$ cat src/rtl/counter_updown_mod_if.sv
// Control and status bundle for counter_updown_mod.
// The master drives the step/load/clear controls; the slave returns the count and its flags.
interface counter_updown_mod_if #(
  parameter int WIDTH = 4
);
  logic             enable;
  logic             up_dn;
  logic             clear;
  logic             load;
  logic [WIDTH-1:0] load_val;
  logic [WIDTH-1:0] count;
  logic             tc;
  logic             wrap;
  logic             ovf_sticky;

  modport master (
    output enable, up_dn, clear, load, load_val,
    input  count, tc, wrap, ovf_sticky
  );

  modport slave (
    input  enable, up_dn, clear, load, load_val,
    output count, tc, wrap, ovf_sticky
  );
endinterface

$ cat src/rtl/counter_updown_mod.sv
// Parametrised up/down counter with modulus, load/clear, wrap-or-saturate mode,
// a terminal-count decode, a one-cycle wrap pulse and a sticky overflow flag.
module counter_updown_mod #(
  parameter int WIDTH     = 4,
  parameter int MAX_VAL   = (1 << WIDTH) - 1,
  parameter int SATURATE  = 0,
  parameter int RESET_VAL = 0
) (
  input logic                 clk,
  input logic                 reset,
  counter_updown_mod_if.slave bus
);

  localparam logic [WIDTH-1:0] MAX_C = WIDTH'(MAX_VAL);
  localparam logic [WIDTH-1:0] RST_C = WIDTH'(RESET_VAL);

  logic [WIDTH-1:0] count_q, count_d;
  logic             wrap_q, wrap_d;
  logic             ovf_q, ovf_d;
  logic             at_limit;

  function automatic logic [WIDTH-1:0] clamp_load(input logic [WIDTH-1:0] v);
    return (v > MAX_C) ? MAX_C : v;
  endfunction

  // Value taken by a step at the limit: hold in saturate mode, jump to the far end otherwise.
  function automatic logic [WIDTH-1:0] limit_step(input logic up, input logic [WIDTH-1:0] c);
    if (SATURATE != 0) return c;
    return up ? '0 : MAX_C;
  endfunction

  // Limit compared before stepping so a non-power-of-2 modulus never overshoots.
  assign at_limit = bus.up_dn ? (count_q == MAX_C) : (count_q == '0);

  always_comb begin
    count_d = count_q;
    wrap_d  = 1'b0;
    ovf_d   = ovf_q;
    if (bus.clear) begin
      count_d = RST_C;
      ovf_d   = 1'b0;
    end else if (bus.load) begin
      count_d = clamp_load(bus.load_val);
    end else if (bus.enable) begin
      if (at_limit) begin
        count_d = limit_step(bus.up_dn, count_q);
        wrap_d  = 1'b1;
        ovf_d   = 1'b1;
      end else if (bus.up_dn) begin
        count_d = count_q + WIDTH'(1);
      end else begin
        count_d = count_q - WIDTH'(1);
      end
    end
  end

  always_ff @(posedge clk) begin
    if (reset) begin
      count_q <= RST_C;
      wrap_q  <= 1'b0;
      ovf_q   <= 1'b0;
    end else begin
      count_q <= count_d;
      wrap_q  <= wrap_d;
      ovf_q   <= ovf_d;
    end
  end

  assign bus.count      = count_q;
  assign bus.tc         = at_limit;
  assign bus.wrap       = wrap_q;
  assign bus.ovf_sticky = ovf_q;

endmodule

$ cat src/flat_wrapper.sv
// flat-port wrapper written by rule: the top's interface ports become plain ports
module counter_updown_mod_flat 
#(
  parameter int WIDTH     = 4,
  parameter int MAX_VAL   = (1 << WIDTH) - 1,
  parameter int SATURATE  = 0,
  parameter int RESET_VAL = 0
)
  (clk, reset, bus_enable, bus_up_dn, bus_clear, bus_load, bus_load_val, bus_count, bus_tc, bus_wrap, bus_ovf_sticky);
  counter_updown_mod_if #(.WIDTH(WIDTH)) bus_i ();
  input logic clk;
  input logic reset;
  input wire logic [$bits(bus_i.enable)-1:0] bus_enable;
  input wire logic [$bits(bus_i.up_dn)-1:0] bus_up_dn;
  input wire logic [$bits(bus_i.clear)-1:0] bus_clear;
  input wire logic [$bits(bus_i.load)-1:0] bus_load;
  input wire logic [$bits(bus_i.load_val)-1:0] bus_load_val;
  output wire logic [$bits(bus_i.count)-1:0] bus_count;
  output wire logic [$bits(bus_i.tc)-1:0] bus_tc;
  output wire logic [$bits(bus_i.wrap)-1:0] bus_wrap;
  output wire logic [$bits(bus_i.ovf_sticky)-1:0] bus_ovf_sticky;
  assign bus_i.enable = bus_enable;
  assign bus_i.up_dn = bus_up_dn;
  assign bus_i.clear = bus_clear;
  assign bus_i.load = bus_load;
  assign bus_i.load_val = bus_load_val;
  assign bus_count = bus_i.count;
  assign bus_tc = bus_i.tc;
  assign bus_wrap = bus_i.wrap;
  assign bus_ovf_sticky = bus_i.ovf_sticky;
  counter_updown_mod #(.WIDTH(WIDTH), .MAX_VAL(MAX_VAL), .SATURATE(SATURATE), .RESET_VAL(RESET_VAL)) u_core (.clk(clk), .reset(reset), .bus(bus_i));
endmodule
$ cat config.mk
export PLATFORM = sky130hd
export DESIGN_NAME = counter_updown_mod_flat
export DESIGN_NICKNAME = d
export VERILOG_FILES = /design/src/rtl/counter_updown_mod_if.sv /design/src/rtl/counter_updown_mod.sv /design/src/flat_wrapper.sv
export SDC_FILE = /design/constraint.sdc
export NUM_CORES = 1
export LEC_CHECK = 0
export CAP_MARGIN = 10
export CORE_AREA = 8 8 45 47
export CTS_CLUSTER_DIAMETER = 150
export DETAILED_ROUTE_END_ITERATION = 12
export DIE_AREA = 0 0 53 55
export PLACE_DENSITY = 0.62
export RECOVER_POWER = 25
export SETUP_SLACK_MARGIN = 0.2
export SLEW_MARGIN = 10
export SYNTH_ARGS = -nofsm -noshare
export SYNTH_HDL_FRONTEND = slang
export SYNTH_SLANG_ARGS = --single-unit
$ cat constraint.sdc
create_clock -name clk -period 2.6 [get_ports clk]
set_clock_uncertainty 0.15 [all_clocks]
set_input_delay 0.65 -clock clk [delete_from_list [all_inputs] [get_ports clk]]
set_output_delay 0.65 -clock clk [all_outputs]
set_load 0.03 [all_outputs]
After elaboration in Yosys (flattened, before gate mapping). Index checks and enable logic that the tools add are counted.

Register bits after elaboration: 6. Bits of input ports: 10. Output and inout bits: 7. Word-level logic and storage cells: 22.

$add $sub $neg: 2. Order comparisons: 1. Equality and inequality tests: 1. Multiplexer cells: 8. Bitwise gates (word level): 2. Reduce and logical (&&, ||, !) cells: 5.

Operator list (number): 2-to-1 mux 4 bit (6); adder 4 x 1 -> 4 bit, second input constant (1); equality test 4 bit, second input constant (1); greater-than comparator 4 bit, second input constant (1); zero test 4 bit (1); OR reduction 4 bit (1); subtractor 4 x 1 -> 4 bit, second input constant (1); AND reduction 3 bit (1); 2-to-1 mux 1 bit (2); inverter 1 bit (2); nonzero test 2 bit (1); OR reduction 2 bit (1).

Longest topological paths before layout.
Word-level depth: 5. Gate-level depth with buffers: 6.

Worst setup path after synthesis. Ideal clock, no wire load.

Path type: register to output. Start: reg u_core.count_q[0], in the netlist u_core.bus.count[0]. End: out bus_tc. Arrival time: 1.276 ns. Required time: 1.800 ns. Setup slack: 0.524 ns. Stages on the path, launching flop included: 4. Path buffers: 0. Cells stage by stage: dfxtp_1 -> and4_4 -> nand2_1 -> nand2_1.

Cells in the longest elaborated chain, start to end: 2. Elaborated cells between the ends (all ways): 3. Those cells by class: 1 x eq/ne; 1 x mux; 1 x reduce/logical.

RTL lines: from (decl) (RTL line counter_updown_mod.sv:17) `logic [WIDTH-1:0] count_q, count_d;`; from (signal assigned) (RTL line counter_updown_mod.sv:63) `count_q <= count_d;`; equality test 4 bit or zero test 4 bit (tied branches) (RTL line counter_updown_mod.sv:33) `assign at_limit = bus.up_dn ? (count_q == MAX_C) : (count_q == '0);`; 2-to-1 mux 1 bit (*) (RTL line counter_updown_mod.sv:33); to (decl) (RTL line flat_wrapper.sv:19) `output wire logic [$bits(bus_i.tc)-1:0] bus_tc;`.

Every way passes the cells marked *; elsewhere a longest branch is shown, timed or not.

Worst setup path after layout.
Start: in bus_up_dn. End: out bus_tc.

Cells in the longest elaborated chain, start to end: 1.

RTL lines: from (decl) (RTL line flat_wrapper.sv:14) `input wire logic [$bits(bus_i.up_dn)-1:0] bus_up_dn;`; 2-to-1 mux 1 bit (RTL line counter_updown_mod.sv:33).

No other way between the ends.

==> metrics <==
status finished clean; post-layout minimum cycle time 2.29 ns; Total Routed Length 1090 um; CP required 1.80 ns; IO Count 17; number of hold-slack violations in the final timing report 0; CP startpoint kind primary input; top cells by area, synth dfxtp_1 (30%), xnor2_1 (6.5%), a21oi_1 (6.2%); number of enable flip-flop cells after synthesis 0; Tot GR Track Use 8.97%; Hold Crit Start u_core.bus.ovf_sticky; setup ws final 0.307 ns; area of the multi-input gates 272 um^2; Initial Util 29.4%; register area 120 um^2; WP data arrival 1.49 ns; global-route met3 utilization 2.67%; most frequent cell after synthesis dfxtp_1; crit path max fanout 4; DR vias 406; Port Buffers 16; Area growth syn-to-layout 56.3%; Remaining DRCs 0; initial antenna violation count 0; HPWL after DPL 879 um; GR Layer Usage met2 14.1%; Clock Pin Slew Worst Setup and Hold Paths 0.04 ns; layout cells sized above 1 17.9%; Worst path max stage delay 0.28 ns; Die Area 2920 um^2; Synthesized Nets 57; worst r2r dst u_core.bus.count[1]; Mapped Area 407 um^2; Worst Hold Class reg2reg; Hold Crit Endpoint u_core.bus.ovf_sticky; global-route wire length before repair 1840 um; Final Cycle Share 88.2%; total power 0.273 mW; H-tree depth 1; Main synth FF type dfxtp_1; Yosys reg bits 6; worst reg-to-reg setup slack 0.79 ns; average wire per standard cell 13.1 um; GR peak layer met2; root buffer cell clkbuf_4; CTS tree done; crit path cell chain dlygate4sd2_1, nor4_2, nand2b_1, nand2_1, buf_4; 1st-iter DRT viols 4; max-slew violation count 0; Synth area leader dfxtp_1; Fill cells 145; 1st-pass router iterations 3; clk sinks 6; Cell Pwr Density 430 nW/um^2; area share of the leading cell type in the synthesized netlist 29.5%; critical path endpoint category output port; Setup Buffers After CTS 0; Setup WS pre-CTS -0.0125 ns; Avg Synthesized Cell Area 9.24 um^2; Clk Latency, worst-skew pair 0.25 ns; Mapped Cells 44; FP Rows 14; final setup fails 0; number of global-route vias before repair 410; RePlAce Congestion 0.689; CTS buffer count 3; Worst-Margin Slew 0.311 ns; RSZ-0062 raised after global routing false; Nets 82; Ys Warns 0; R2R cell count 5; Core Box Area 1380 um^2; Crit Path Class in2out; maximum vdd drop 0.000279 V; max_cap viols 0; register area share after synthesis 29.5%; P_leak 0.286 nW; asr flop ratio synth 0%; top post-synthesis cells by count dfxtp_1 (6), a21oi_1 (5), a21o_1 (3), xnor2_1 (3); Fmax 436 MHz; met1 Usage GRT 8.84%; Max transition margin 79.2%; r2r startpoint u_core.bus.count[1]; CP bufs+invs 2; ant diodes 0; Synth cell types 24; clock buffer depth 2; Vias/cell 4.89; Min-Delay Path Depth 1; largest net degree at the start of global routing 10; Die H 55 um; total grt overflow 0; Die X 53 um; critical path's slowest cell dlygate4sd2_1; CP delay by family, top buffers and inverters; ANT nets after route 0
## layer usage
metal	part of all wire (%)	vias to the layer above
li1	-	212
met2	45	9
met1	48	183
met3	4.6	2
met5	0	-
met4	2.5	0
## power breakdown
part           leakage (nW)  switching [mW]  total [mW]  internal (mW)
sequential           0.0490         0.00699       0.103         0.0964
clock                0.0138          0.0359      0.0883         0.0524
combinational         0.223          0.0389      0.0819         0.0429
total                 0.286          0.0818       0.273          0.192
## state kept, by name, summed over array words and instances (netlist names)
signal and flops:
u_core.bus.count 4, u_core.bus.wrap 1, u_core.bus.ovf_sticky 1
## worst reg2reg max path, stage by stage (launching register included)
cell and delay, ns:
dfxtp_1 0.46, fa_1 0.48, inv_1 0.08, o21ai_2 0.06
o211a_1 0.15, o311a_1 0.32
## timing repair
action	4_1_cts	5_1_grt
gates resized for setup	1	0
hold buffers	0	0
endpoints found under the setup margin	1	0
endpoints found under the hold margin	0	0
## layout make-up
| class | instances | share of cell area [%] |
|---|---|---|
| multi-input cells | 35 | 42.7 |
| repair buffers | 21 | 30.5 |
| flip-flops and latches | 6 | 18.9 |
| clock buffers | 3 | 3.54 |
| well taps | 16 | 3.15 |
| inverters | 2 | 1.18 |
## per-stage QoR
step	setup TNS, ns	area (um^2)	std cells	hold WS, ns	util (%)
after floorplan	0	407	44	0.473	-
after global placement	0	618	80	0.285	44.7
after detailed placement	-0.0125	618	80	0.298	44.7
after CTS	0	639	83	0.305	46.2
after global routing	0	636	83	0.337	45.9
final	0	636	83	0.296	45.9
## kinds of logic (layout without fill, tap and decap cells)
kind of cell | after synthesis | after routing | share of synthesized area [%]
compound gates | 15 | 15 | 27.1
simple gates | 13 | 13 | 20.9
flops | 6 | 6 | 29.5
xor+xnor | 4 | 4 | 8.62
fa+ha+maj | 3 | 3 | 11.1
buf+inv | 3 | 26 | 2.77
## cell usage in the layout (no fill, tap or decap), drive strengths merged, types with 2 or more instances in the layout
| cell | count |
|---|---|
| nor2 | 2 |
| nand2 | 2 |
| inv | 2 |
| o32ai | 2 |
| buf | 6 |
| nand2b | 2 |
| ha | 2 |
| clkbuf | 3 |
| a21oi | 6 |
| dfxtp | 6 |
| dlygate4sd3 | 2 |
| a21o | 3 |
| nor3b | 2 |
| clkdlybuf4s50 | 12 |
| xnor2 | 3 |
## worst max path at each step
stage                                    from                   to  cells past startpoint
after floorplan           u_core.bus.count[0]               bus_tc                      3
after global placement              bus_up_dn  u_core.bus.count[1]                      7
after detailed placement            bus_up_dn  u_core.bus.count[1]                      7
after CTS                           bus_up_dn               bus_tc                      5
final                               bus_up_dn               bus_tc                      5
after global routing                bus_up_dn               bus_tc                      5
No activity file was read; power rests on OpenSTA's default activity.
